File: src/rtl/store_buffer.sv
// Posted-write store buffer: a DEPTH-entry FIFO drained to a valid/ready data bus,
// with youngest-match store-to-load forwarding so loads observe program order.
module store_buffer #(
    parameter int DEPTH = 4,
    parameter int AW    = 32,
    parameter int DW    = 32
) (
    input  logic                   clk,
    input  logic                   reset,
    input  logic                   MemWriteW,
    input  logic [AW-1:0]          ALUResultW,
    input  logic [DW-1:0]          WriteData,
    input  logic [DW-1:0]          MemReadData,
    output logic [DW-1:0]          ReadData,
    output logic                   StallMem,
    output logic                   BufEmpty,
    output logic [$clog2(DEPTH):0] BufCount,
    output logic                   BusValid,
    output logic [AW-1:0]          BusAddr,
    output logic [DW-1:0]          BusWData,
    input  logic                   BusReady
);

    localparam int PW = $clog2(DEPTH);

    logic [PW-1:0]    head_q, head_d;
    logic [PW-1:0]    tail_q, tail_d;
    logic [PW:0]      count_q, count_d;
    logic [PW:0]      remain;
    logic [DEPTH-1:0] valid_q, valid_d;
    logic [AW-1:0]    bus_addr_q, bus_addr_d;
    logic [DW-1:0]    bus_wdata_q, bus_wdata_d;
    logic [AW-1:0]    addr_mem_q [DEPTH];
    logic [DW-1:0]    data_mem_q [DEPTH];
    logic [PW-1:0]    fwd_idx;
    logic             full;
    logic             drain_fire;
    logic             accept;

    always_comb begin
        full       = (count_q == (PW+1)'(DEPTH));
        BusValid   = (count_q != '0);
        drain_fire = BusValid & BusReady;
        accept     = MemWriteW & (~full | drain_fire);
        StallMem   = MemWriteW & full & ~drain_fire;
        BufEmpty   = (count_q == '0);
        BufCount   = count_q;
        BusAddr    = bus_addr_q;
        BusWData   = bus_wdata_q;
    end

    always_comb begin
        head_d  = drain_fire ? head_q + PW'(1) : head_q;
        tail_d  = accept ? tail_q + PW'(1) : tail_q;
        count_d = count_q + {{PW{1'b0}}, accept} - {{PW{1'b0}}, drain_fire};
        remain  = count_q - {{PW{1'b0}}, drain_fire};
        valid_d = valid_q;
        if (drain_fire) valid_d[head_q] = 1'b0;
        // When full, tail == head: the drained slot is refilled in the same cycle.
        if (accept) valid_d[tail_q] = 1'b1;
        // Bus outputs are registered copies of the next head; they hold once empty.
        bus_addr_d  = bus_addr_q;
        bus_wdata_d = bus_wdata_q;
        if (count_d != '0) begin
            if (remain == '0) begin
                bus_addr_d  = ALUResultW;
                bus_wdata_d = WriteData;
            end else begin
                bus_addr_d  = addr_mem_q[head_d];
                bus_wdata_d = data_mem_q[head_d];
            end
        end
    end

    // Walk oldest to youngest from head so the last hit is the youngest store.
    always_comb begin
        ReadData = MemReadData;
        fwd_idx  = head_q;
        for (int i = 0; i < DEPTH; i++) begin
            fwd_idx = head_q + PW'(i);
            if (valid_q[fwd_idx] && (addr_mem_q[fwd_idx][AW-1:2] == ALUResultW[AW-1:2]))
                ReadData = data_mem_q[fwd_idx];
        end
    end

    always_ff @(posedge clk or negedge reset) begin
        if (!reset) begin
            head_q      <= '0;
            tail_q      <= '0;
            count_q     <= '0;
            valid_q     <= '0;
            bus_addr_q  <= '0;
            bus_wdata_q <= '0;
        end else begin
            head_q      <= head_d;
            tail_q      <= tail_d;
            count_q     <= count_d;
            valid_q     <= valid_d;
            bus_addr_q  <= bus_addr_d;
            bus_wdata_q <= bus_wdata_d;
        end
    end

    always_ff @(posedge clk) begin
        if (accept) begin
            addr_mem_q[tail_q] <= ALUResultW;
            data_mem_q[tail_q] <= WriteData;
        end
    end

endmodule

File: config.mk
export PLATFORM = sky130hd
export DESIGN_NAME = store_buffer
export DESIGN_NICKNAME = d
export VERILOG_FILES = /design/src/rtl/store_buffer.sv
export SDC_FILE = /design/constraint.sdc
export NUM_CORES = 1
export LEC_CHECK = 0
export BUFFER_PORTS_ARGS = -buffer_cell sky130_fd_sc_hd__buf_2
export CORE_ASPECT_RATIO = 1.2
export CORE_MARGIN = 5
export CORE_UTILIZATION = 45
export CTS_BUF_LIST = sky130_fd_sc_hd__clkbuf_16
export CTS_CLUSTER_SIZE = 16
export DETAILED_ROUTE_END_ITERATION = 10
export SLEW_MARGIN = 20
export SYNTH_ARGS = -nofsm -noshare
export SYNTH_HDL_FRONTEND = slang
export SYNTH_SLANG_ARGS = --single-unit
File: constraint.sdc
create_clock -name clk -period 5.5 [get_ports clk]
set_input_delay 1.1 -clock clk [delete_from_list [all_inputs] [get_ports clk]]
set_output_delay 1.1 -clock clk [all_outputs]
set_load 0.01 [all_outputs]
==> qor.log, run 1 <==
[status] outcome complete, no violations
[synth] average cell area after synthesis 11.8 µm²
[synth] count of warnings emitted by yosys 0
[global_route] global-route wire length before repair 114 mm
[synth] Most used DFF post-synth sky130_fd_sc_hd__edfxtp_1
[critical_path] CP max FO 32
[floorplanning] area of the die 55,400 µm²
[critical_path] Critical Path End Type primary output
[synth] number of flops mapped to enable cells by yosys 256
[routing] vias per cell 6.66
[synth] netlist area before placement 22,900 µm²
[cells_and_area] Final #Nets 2,156
[synth] nets in the synthesized netlist 2,056
[global_route] overall track demand over capacity in global routing 26.4%
[critical_path] Slowest Stage Delay on Critical Path 460 ps
[floorplanning] total I/O pin count 202
[critical_path] reg2reg path depth 10
[floorplanning] die width 216 µm
[critical_path] worst endpoint data arrival time 4280 ps
[critical_path] Setup CP Type flop to primary output
[global_route] overall overflow remaining after global route 0
[cells_and_area] layout cell share with drive strength beyond 1 27.4%
[clock_network] clock insertion delay at the later pin of the skew report 560 ps
[clock_network] TritonCTS clock tree built
[routing] routed length per instance 28.0 µm
[critical_path] launch instance of the worst register-to-register path head_q[1]
[worst_hold_path] hold crit path type flop to flop
[floorplanning] Initial Utilization 45.4%
[place] Detail Placement HPWL 49.4 mm
[synth] #FFs+latches synth 331
[sta] worst slew pin tran 1010 ps
[critical_path] critical path buffer and inverter count 5
[synth] number of different library cells in the post-synthesis netlist 65
[floorplanning] floorplan die height 257 µm
[clock_network] H-tree levels 2
[floorplanning] num rows 90
[global_route] number of global-route vias before repair 17,700
[critical_path] data required time of the critical path 4400 ps
[synth] Cells after Synth 1,944
[clock_network] clock transition at the register clock pins on the worst setup and hold paths after CTS 60 ps
[synth] share of async-settable or async-resettable flops after synthesis 22.7%
[sta] final count of negative-setup-slack endpoints 0
[flow_run] number of maximum-capacitance constraint violations 0
[global_route] antenna violations before repair 6
[global_route] maximum number of pins on one net before global-route repair 129
[routing] total detailed-routing wirelength 76.1 mm
[clock_network] buffer levels on the longest clock path 3
[synth] share of the synthesized area in the top cell type 33.6%
[critical_path] end point of the critical path ReadData[29]
[routing] final antenna-violating net count 0
[cells_and_area] area added between synthesis and finish 13.4%
[critical_path] cell with the largest stage delay on the worst path sky130_fd_sc_hd__dfrtp_4
[synth] biggest area consumer among synthesized cells sky130_fd_sc_hd__edfxtp_1
[pwr] VDD IR-drop max 453 µV
[critical_path] worst setup slack for register-to-register paths 1690 ps
[clock_network] clock tree sinks 331
[clock_network] number of buffers inserted during clock tree synthesis 37
[routing] drc violations 0
[floorplanning] area of the core 50,300 µm²
[sta] worst clock skew 17.1 ps
[sta] setup slack of the critical path after layout 124 ps
[synth] cell types with the largest area share after synthesis sky130_fd_sc_hd__edfxtp_1 (34%), sky130_fd_sc_hd__mux4_2 (20%), sky130_fd_sc_hd__dfrtp_1 (8.2%), sky130_fd_sc_hd__nand2_1 (5.5%), sky130_fd_sc_hd__mux2i_1 (4.3%)
[sta] Setup Total Neg Slack 0 ps
[critical_path] critical-path cell list inv_1 -> ha_4 -> buf_16 -> mux4_2 -> xnor2_1 -> nand3_2 -> nor4_2 -> buf_4 -> o2111ai_4 -> or2_1 -> buf_12 -> a31oi_1 -> a21o_1 -> buf_2
[sta] ratio of final minimum period to clock period 97.7%
[critical_path] worst flop-to-flop path endpoint BusWData[21]
[synth] sequential fraction of the synthesis area 41.8%
[routing] Iteration-0 DRC Markers 1,842
[sta] post-route minimum period 5380 ps
[sta] maximum clock frequency 0.186 GHz
[place] Port Buffers 201
[critical_path] instance count on the critical path 14
[critical_path] kind of cell adding the most delay to the critical path buffers and inverters
[critical_path] category of the worst setup path launch point flop
[clock_network] hold_buf cts 0
[pwr] ratio of total power to cell area 650 nW/µm²
[routing] vias 18,100
[pwr] Pleak 9.44 nW
[clock_network] clock root buffer sky130_fd_sc_hd__clkbuf_16
[critical_path] critical path launch point head_q[1]
[sta] RSZ-0062 raised after global routing false
[sta] number of pins with negative max-slew slack in the final report 0
[sta] Hold Violations, Final 0
[sta] Worst Hold Slack 472 ps
[place] final estimated routing congestion in global placement 0.955
[sta] worst slew margin relative to its limit 32.5%
[place] Place WS 368 ps
[routing] length of the first detailed-routing pass in iterations 5
## timing repair
action,CTS,global route
cloned,2,4
gates resized for setup,3,30
buffers inserted,4,5
pin swaps,1,4
setup endpoints to repair,32,32
## worst min path at each step
stage,from,endpoint,slack [ps],depth (start not counted)
floorplan,valid_q[0],valid_q[0],510,1
global placement,BusWData[19],BusWData[19],460,2
detailed placement,BusWData[19],BusWData[19],470,2
CTS,BusWData[19],BusWData[19],480,2
global route,BusWData[19],BusWData[19],500,2
finish,BusWData[19],BusWData[19],470,2
## worst min-delay path: stages (launching register included)
cell and delay [ps]:
sky130_fd_sc_hd__dfrtp_1 330, sky130_fd_sc_hd__nand2_1 40, sky130_fd_sc_hd__o21ai_0 60
## power by group
group          internal (mW)  switching [mW]  leakage, nW
clock                   1.43            1.07        0.607
combinational           4.44            5.84         5.60
sequential              3.50           0.572         3.23
total                   9.37            7.48         9.44
## kinds of logic (layout without fill, tap and decap cells)
group	count (synthesis)	after routing	synth area share, %
flops	331	331	41.8
compound gates	393	393	11.6
mux	343	343	26.5
simple gates	542	542	10.8
buf+inv	220	349	4.63
xor+xnor	103	103	3.95
other cells	0	3	0
fa+ha+maj	12	12	0.690
## state kept, by name, summed over array words and instances (netlist names)
register    flops
BusWData       32
tail_q          2
BufCount        3
valid_q         4
addr_mem_q    128
BusAddr        32
data_mem_q    128
head_q          2
## cell usage in the layout (no fill, tap or decap), types with 8 or more instances in the layout
master                      netlist  final
sky130_fd_sc_hd__nand3_1         41     40
sky130_fd_sc_hd__a311oi_1        64     64
sky130_fd_sc_hd__xnor2_1         60     58
sky130_fd_sc_hd__dfrtp_1         75     73
sky130_fd_sc_hd__a31oi_1         33     26
sky130_fd_sc_hd__buf_4           12     39
sky130_fd_sc_hd__a21oi_1         82     81
sky130_fd_sc_hd__o2111ai_1       39     38
sky130_fd_sc_hd__ha_1            11     10
sky130_fd_sc_hd__a21o_1          36     36
sky130_fd_sc_hd__nand2_1        336    336
sky130_fd_sc_hd__o21ai_0         76     76
sky130_fd_sc_hd__edfxtp_1       256    256
sky130_fd_sc_hd__o21ai_1          9      9
sky130_fd_sc_hd__and3_1          65     64
sky130_fd_sc_hd__mux2_1          32     32
sky130_fd_sc_hd__clkbuf_16        0     43
sky130_fd_sc_hd__nor3_1          38     33
sky130_fd_sc_hd__mux4_2         204    204
sky130_fd_sc_hd__clkinv_1         0      8
sky130_fd_sc_hd__o22ai_1          8      8
sky130_fd_sc_hd__inv_1           14     20
sky130_fd_sc_hd__xor2_1          43     43
sky130_fd_sc_hd__nor2_1          16     16
sky130_fd_sc_hd__buf_2           58    200
sky130_fd_sc_hd__mux2i_1         99     99
sky130_fd_sc_hd__nand4_1          9      9
## metal layers
layer  GRT usage, %  share of wire [%]
met1           33.7                 37
met2           45.8                 52
met3           3.70                7.2
met4           10.2                3.9
met5              0              0.046
## synthesized netlist by cell type, types with 10 or more instances
master                        n
sky130_fd_sc_hd__nand2_1    336
sky130_fd_sc_hd__edfxtp_1   256
sky130_fd_sc_hd__mux4_2     204
sky130_fd_sc_hd__clkbuf_1   111
sky130_fd_sc_hd__mux2i_1     99
sky130_fd_sc_hd__a21oi_1     82
sky130_fd_sc_hd__o21ai_0     76
sky130_fd_sc_hd__dfrtp_1     75
sky130_fd_sc_hd__and3_1      65
sky130_fd_sc_hd__a311oi_1    64
sky130_fd_sc_hd__xnor2_1     60
sky130_fd_sc_hd__buf_2       58
sky130_fd_sc_hd__xor2_1      43
sky130_fd_sc_hd__nand3_1     41
sky130_fd_sc_hd__o2111ai_1   39
sky130_fd_sc_hd__nor3_1      38
sky130_fd_sc_hd__a21o_1      36
sky130_fd_sc_hd__a31oi_1     33
sky130_fd_sc_hd__mux2_1      32
sky130_fd_sc_hd__nor2_1      16
sky130_fd_sc_hd__inv_1       14
sky130_fd_sc_hd__buf_4       12
sky130_fd_sc_hd__buf_6       11
sky130_fd_sc_hd__ha_1        11
sky130_fd_sc_hd__buf_1       10
## area by class of cell
class	count	area, µm²
Multi-Input combinational cell	1393	12400
Antenna cell	3	7.51
Timing Repair Buffer	265	1840
Fill cell	4388	24400
Clock inverter	29	224
Inverter	16	63.8
Clock buffer	39	976
Sequential cell	331	9570
Tap cell	644	806
## through the flow
step / cells / utilization (%) / total power [mW] / instance area (µm²)
after floorplan: 1944 / - / 11.2 / 22900
after global placement: 2634 / 48.3 / 13.9 / 24300
after detailed placement: 2634 / 48.3 / 14.0 / 24300
after CTS: 2708 / 50.9 / 16.7 / 25600
after global routing: 2719 / 51.5 / 17.8 / 25900
final: 2720 / 51.5 / 16.9 / 25900
Note: power is estimated with default switching activity, not from simulation.
==> run 2: changes to the inputs <==
- HOLD_SLACK_MARGIN: default -> 0.03
- clock period: 5.5 -> 6.4 ns (I/O delays scaled with it)
==> run 2 against run 1 <==
Total power shrank 16%. First-iteration DRC count grew 7.1%. Sequential cell count is the same. Clock skew shrank 3.1 ps. Clock power shrank 11%. Cell area shrank 1.6%. Global-route usage shrank 0.060 points.
==> qor.log, run 2 (same netlist as run 1, synthesis figures left out) <==
[status] outcome complete, no violations [unchanged]
[cells_and_area] layout cell share with drive strength beyond 1 26.2% [was 27.4%]
[sta] maximum clock frequency 0.160 GHz
[routing] final antenna-violating net count 0 [unchanged]
[cells_and_area] Final #Nets 2,142 [was 2,156]
[critical_path] CP max FO 32 [unchanged]
[clock_network] number of buffers inserted during clock tree synthesis 38 [was 37]
[critical_path] worst setup slack for register-to-register paths 2240 ps [was 1690 ps]
[floorplanning] die width 216 µm [unchanged]
[routing] vias 18,000 [was 18,100]
[pwr] fraction of power consumed by combinational cells 59.5% [was 61.0%]
[flow_run] number of maximum-capacitance constraint violations 0 [unchanged]
[cells_and_area] largest registers addr_mem_q (128), data_mem_q (128) [unchanged]
[sta] post-route minimum period 6250 ps
[routing] routed length per instance 27.7 µm [was 28.0 µm]
[critical_path] launch instance of the worst register-to-register path BufCount[0] [was head_q[1]]
[sta] Setup Total Neg Slack 0 ps [unchanged]
[place] Place WS 654 ps [was 368 ps]
[clock_network] clock transition at the register clock pins on the worst setup and hold paths after CTS 70 ps [was 60 ps]
[floorplanning] area of the core 50,300 µm² [unchanged]
[cells_and_area] leading cell types in the layout, fill and taps excluded sky130_fd_sc_hd__nand2_1 (336), sky130_fd_sc_hd__edfxtp_1 (256), sky130_fd_sc_hd__mux4_2 (204), sky130_fd_sc_hd__buf_2 (200), sky130_fd_sc_hd__mux2i_1 (99) [unchanged]
[critical_path] worst flop-to-flop path endpoint BusAddr[10] [was BusWData[21]]
[clock_network] clock root buffer sky130_fd_sc_hd__clkbuf_16 [unchanged]
[critical_path] critical-path cell list inv_2 -> ha_4 -> buf_12 -> buf_4 -> mux2i_1 -> o2111ai_1 -> a221oi_1 -> and4_1 -> buf_4 -> o2111ai_1 -> a31oi_1 -> a21o_1 -> buf_2 [was inv_1 -> ha_4 -> buf_16 -> mux4_2 -> xnor2_1 -> nand3_2 -> nor4_2 -> buf_4 -> o2111ai_4 -> or2_1 -> buf_12 -> a31oi_1 -> a21o_1 -> buf_2]
[critical_path] cell with the largest stage delay on the worst path sky130_fd_sc_hd__dfrtp_4 [unchanged]
[sta] RSZ-0062 raised after global routing false [unchanged]
[routing] Iteration-0 DRC Markers 1,972 [was 1,842]
[sta] number of pins with negative max-slew slack in the final report 0 [unchanged]
[global_route] maximum number of pins on one net before global-route repair 129 [unchanged]
[critical_path] Slowest Stage Delay on Critical Path 750 ps [was 460 ps]
[routing] vias per cell 6.65 [was 6.66]
[critical_path] worst endpoint data arrival time 4970 ps [was 4280 ps]
[sta] worst slew pin tran 986 ps [was 1010 ps]
[clock_network] clock insertion delay at the later pin of the skew report 560 ps [about the same]
[clock_network] Post-CTS Setup Repair Bufs 0 [was 4]
[sta] Hold Violations, Final 0 [unchanged]
[clock_network] hold_buf cts 0 [unchanged]
[cells_and_area] area added between synthesis and finish 11.5% [was 13.4%]
[place] Detail Placement HPWL 50.1 mm [was 49.4 mm]
[sta] ratio of final minimum period to clock period 97.6%
[global_route] number of global-route vias before repair 18,000 [was 17,700]
[sta] final count of negative-setup-slack endpoints 0 [unchanged]
[sta] worst clock skew 14.0 ps [was 17.1 ps]
[sta] setup slack of the critical path after layout 154 ps [was 124 ps]
[routing] total detailed-routing wirelength 75.1 mm [was 76.1 mm]
[pwr] VDD IR-drop max 412 µV [was 453 µV]
[worst_hold_path] hold crit path type flop to flop [unchanged]
[routing] drc violations 0 [unchanged]
[pwr] ratio of total power to cell area 557 nW/µm² [was 650 nW/µm²]
[critical_path] Critical Path End Type primary output [unchanged]
[pwr] sequential power share 24.8% [was 24.1%]
[cells_and_area] commonest non-fill, non-tap cell in the layout sky130_fd_sc_hd__nand2_1 [unchanged]
[critical_path] Setup CP Type flop to primary output [unchanged]
[pwr] design internal power 7.94 mW [was 9.37 mW]
[routing] length of the first detailed-routing pass in iterations 5 [unchanged]
[floorplanning] total I/O pin count 202 [unchanged]
[pwr] fraction of power consumed by the clock network 15.7% [was 14.8%]
[floorplanning] floorplan die height 257 µm [unchanged]
[place] Port Buffers 201 [unchanged]
[clock_network] TritonCTS clock tree built [unchanged]
[global_route] overall overflow remaining after global route 0 [unchanged]
[sta] worst slew margin relative to its limit 34.2% [was 32.5%]
[pwr] switching portion of total power 44.2% [was 44.4%]
[cells_and_area] core utilization of the finished layout 50.7% [was 51.5%]
[place] final estimated routing congestion in global placement 0.923 [was 0.955]
[critical_path] data required time of the critical path 5120 ps [was 4400 ps]
[global_route] global-route wire length before repair 114 mm [about the same]
[critical_path] critical path launch point head_q[0] [was head_q[1]]
[floorplanning] num rows 90 [unchanged]
[global_route] antenna violations before repair 6 [unchanged]
[critical_path] category of the worst setup path launch point flop [unchanged]
[clock_network] H-tree levels 2 [unchanged]
[pwr] Pleak 9.28 nW [was 9.44 nW]
[pwr] reported net switching power 6.27 mW [was 7.48 mW]
[critical_path] reg2reg path depth 10 [unchanged]
[clock_network] clock tree sinks 331 [unchanged]
[floorplanning] area of the die 55,400 µm² [unchanged]
[critical_path] end point of the critical path ReadData[26] [was ReadData[29]]
[global_route] overall track demand over capacity in global routing 26.4% [about the same]
[clock_network] buffer levels on the longest clock path 3 [unchanged]
[floorplanning] Initial Utilization 45.4% [unchanged]
-- run 2: cell count changes in the layout (fill, tap and decap cells not counted), moves of 3 or more --
| cell | previous run | this run |
|---|---|---|
| sky130_fd_sc_hd__a31oi_1 | 26 | 33 |
| sky130_fd_sc_hd__a31oi_2 | 7 | 0 |
| sky130_fd_sc_hd__buf_4 | 39 | 44 |
| sky130_fd_sc_hd__buf_16 | 5 | 1 |
| sky130_fd_sc_hd__buf_6 | 5 | 1 |
| sky130_fd_sc_hd__nor3_1 | 33 | 37 |
| sky130_fd_sc_hd__nor3_2 | 5 | 1 |
| sky130_fd_sc_hd__buf_12 | 7 | 4 |
| sky130_fd_sc_hd__buf_8 | 3 | 0 |
-- run 2: routing by layer --
layer	vias to the layer above	global-route usage, %	share of wire [%]
li1	7772	-	-
met1	9211	33.3	38
met2	858	46.6	52
met3	153	3.75	7.0
met4	6	8.96	3.5
met5	-	0	0.033
-- run 2: critical path, delay by kind of cell (launching register included) --
family,cells,cell delay [ps]
AND/OR/NAND/NOR,1,380
AO/OA/AOI/OAI,5,1160
flip-flops,1,750
buffers and inverters,5,1090
adder cells (fa/ha/maj),1,610
multiplexers,1,350
-- run 2: power by group through the flow --
stage | logic [mW] | clock network, mW | registers, mW
detailed placement | 8.47 | 0 | 3.55
global placement | 8.36 | 0 | 3.52
finish | 8.45 | 2.23 | 3.53
CTS | 8.50 | 2.27 | 3.51
floorplan | 6.15 | 0 | 3.47
global route | 9.12 | 2.36 | 3.60
-- run 2: area by class of cell --
type,instances,area (µm²)
clock inverter,29,239
timing repair buffer,250,1450
tap,644,806
multi-input combinational,1393,12300
clock buffer,41,1030
inverter,16,63.8
fill,4398,24800
sequential,331,9570
antenna,2,5.00
-- run 2: repair_timing --
action                                 in CTS  in global routing
setup endpoints to repair                   0                 32
endpoints found under the hold margin       0                  0
resized for setup                           0                  2
-- run 2: worst min-delay path by stage --
stage                 start            to  slack [ps]  cells after the start
2_1_floorplan    valid_q[0]    valid_q[0]         510                      1
3_3_place_gp   BusWData[15]  BusWData[15]         460                      2
3_5_place_dp   BusWData[15]  BusWData[15]         470                      2
4_1_cts        BusWData[15]  BusWData[15]         480                      2
5_1_grt        BusWData[11]  BusWData[11]         500                      2
6_report       BusWData[18]  BusWData[18]         470                      2
-- run 2: through the flow --
step           hold WS, ps  std cells  cell area (µm²)  power (mW)
2_1_floorplan          508       1944            22900        9.63
5_1_grt                500       2705            25500        15.1
6_report               473       2706            25500        14.2
3_3_place_gp           457       2634            24200        11.9
3_5_place_dp           465       2634            24200        12.0
4_1_cts                479       2704            25500        14.3
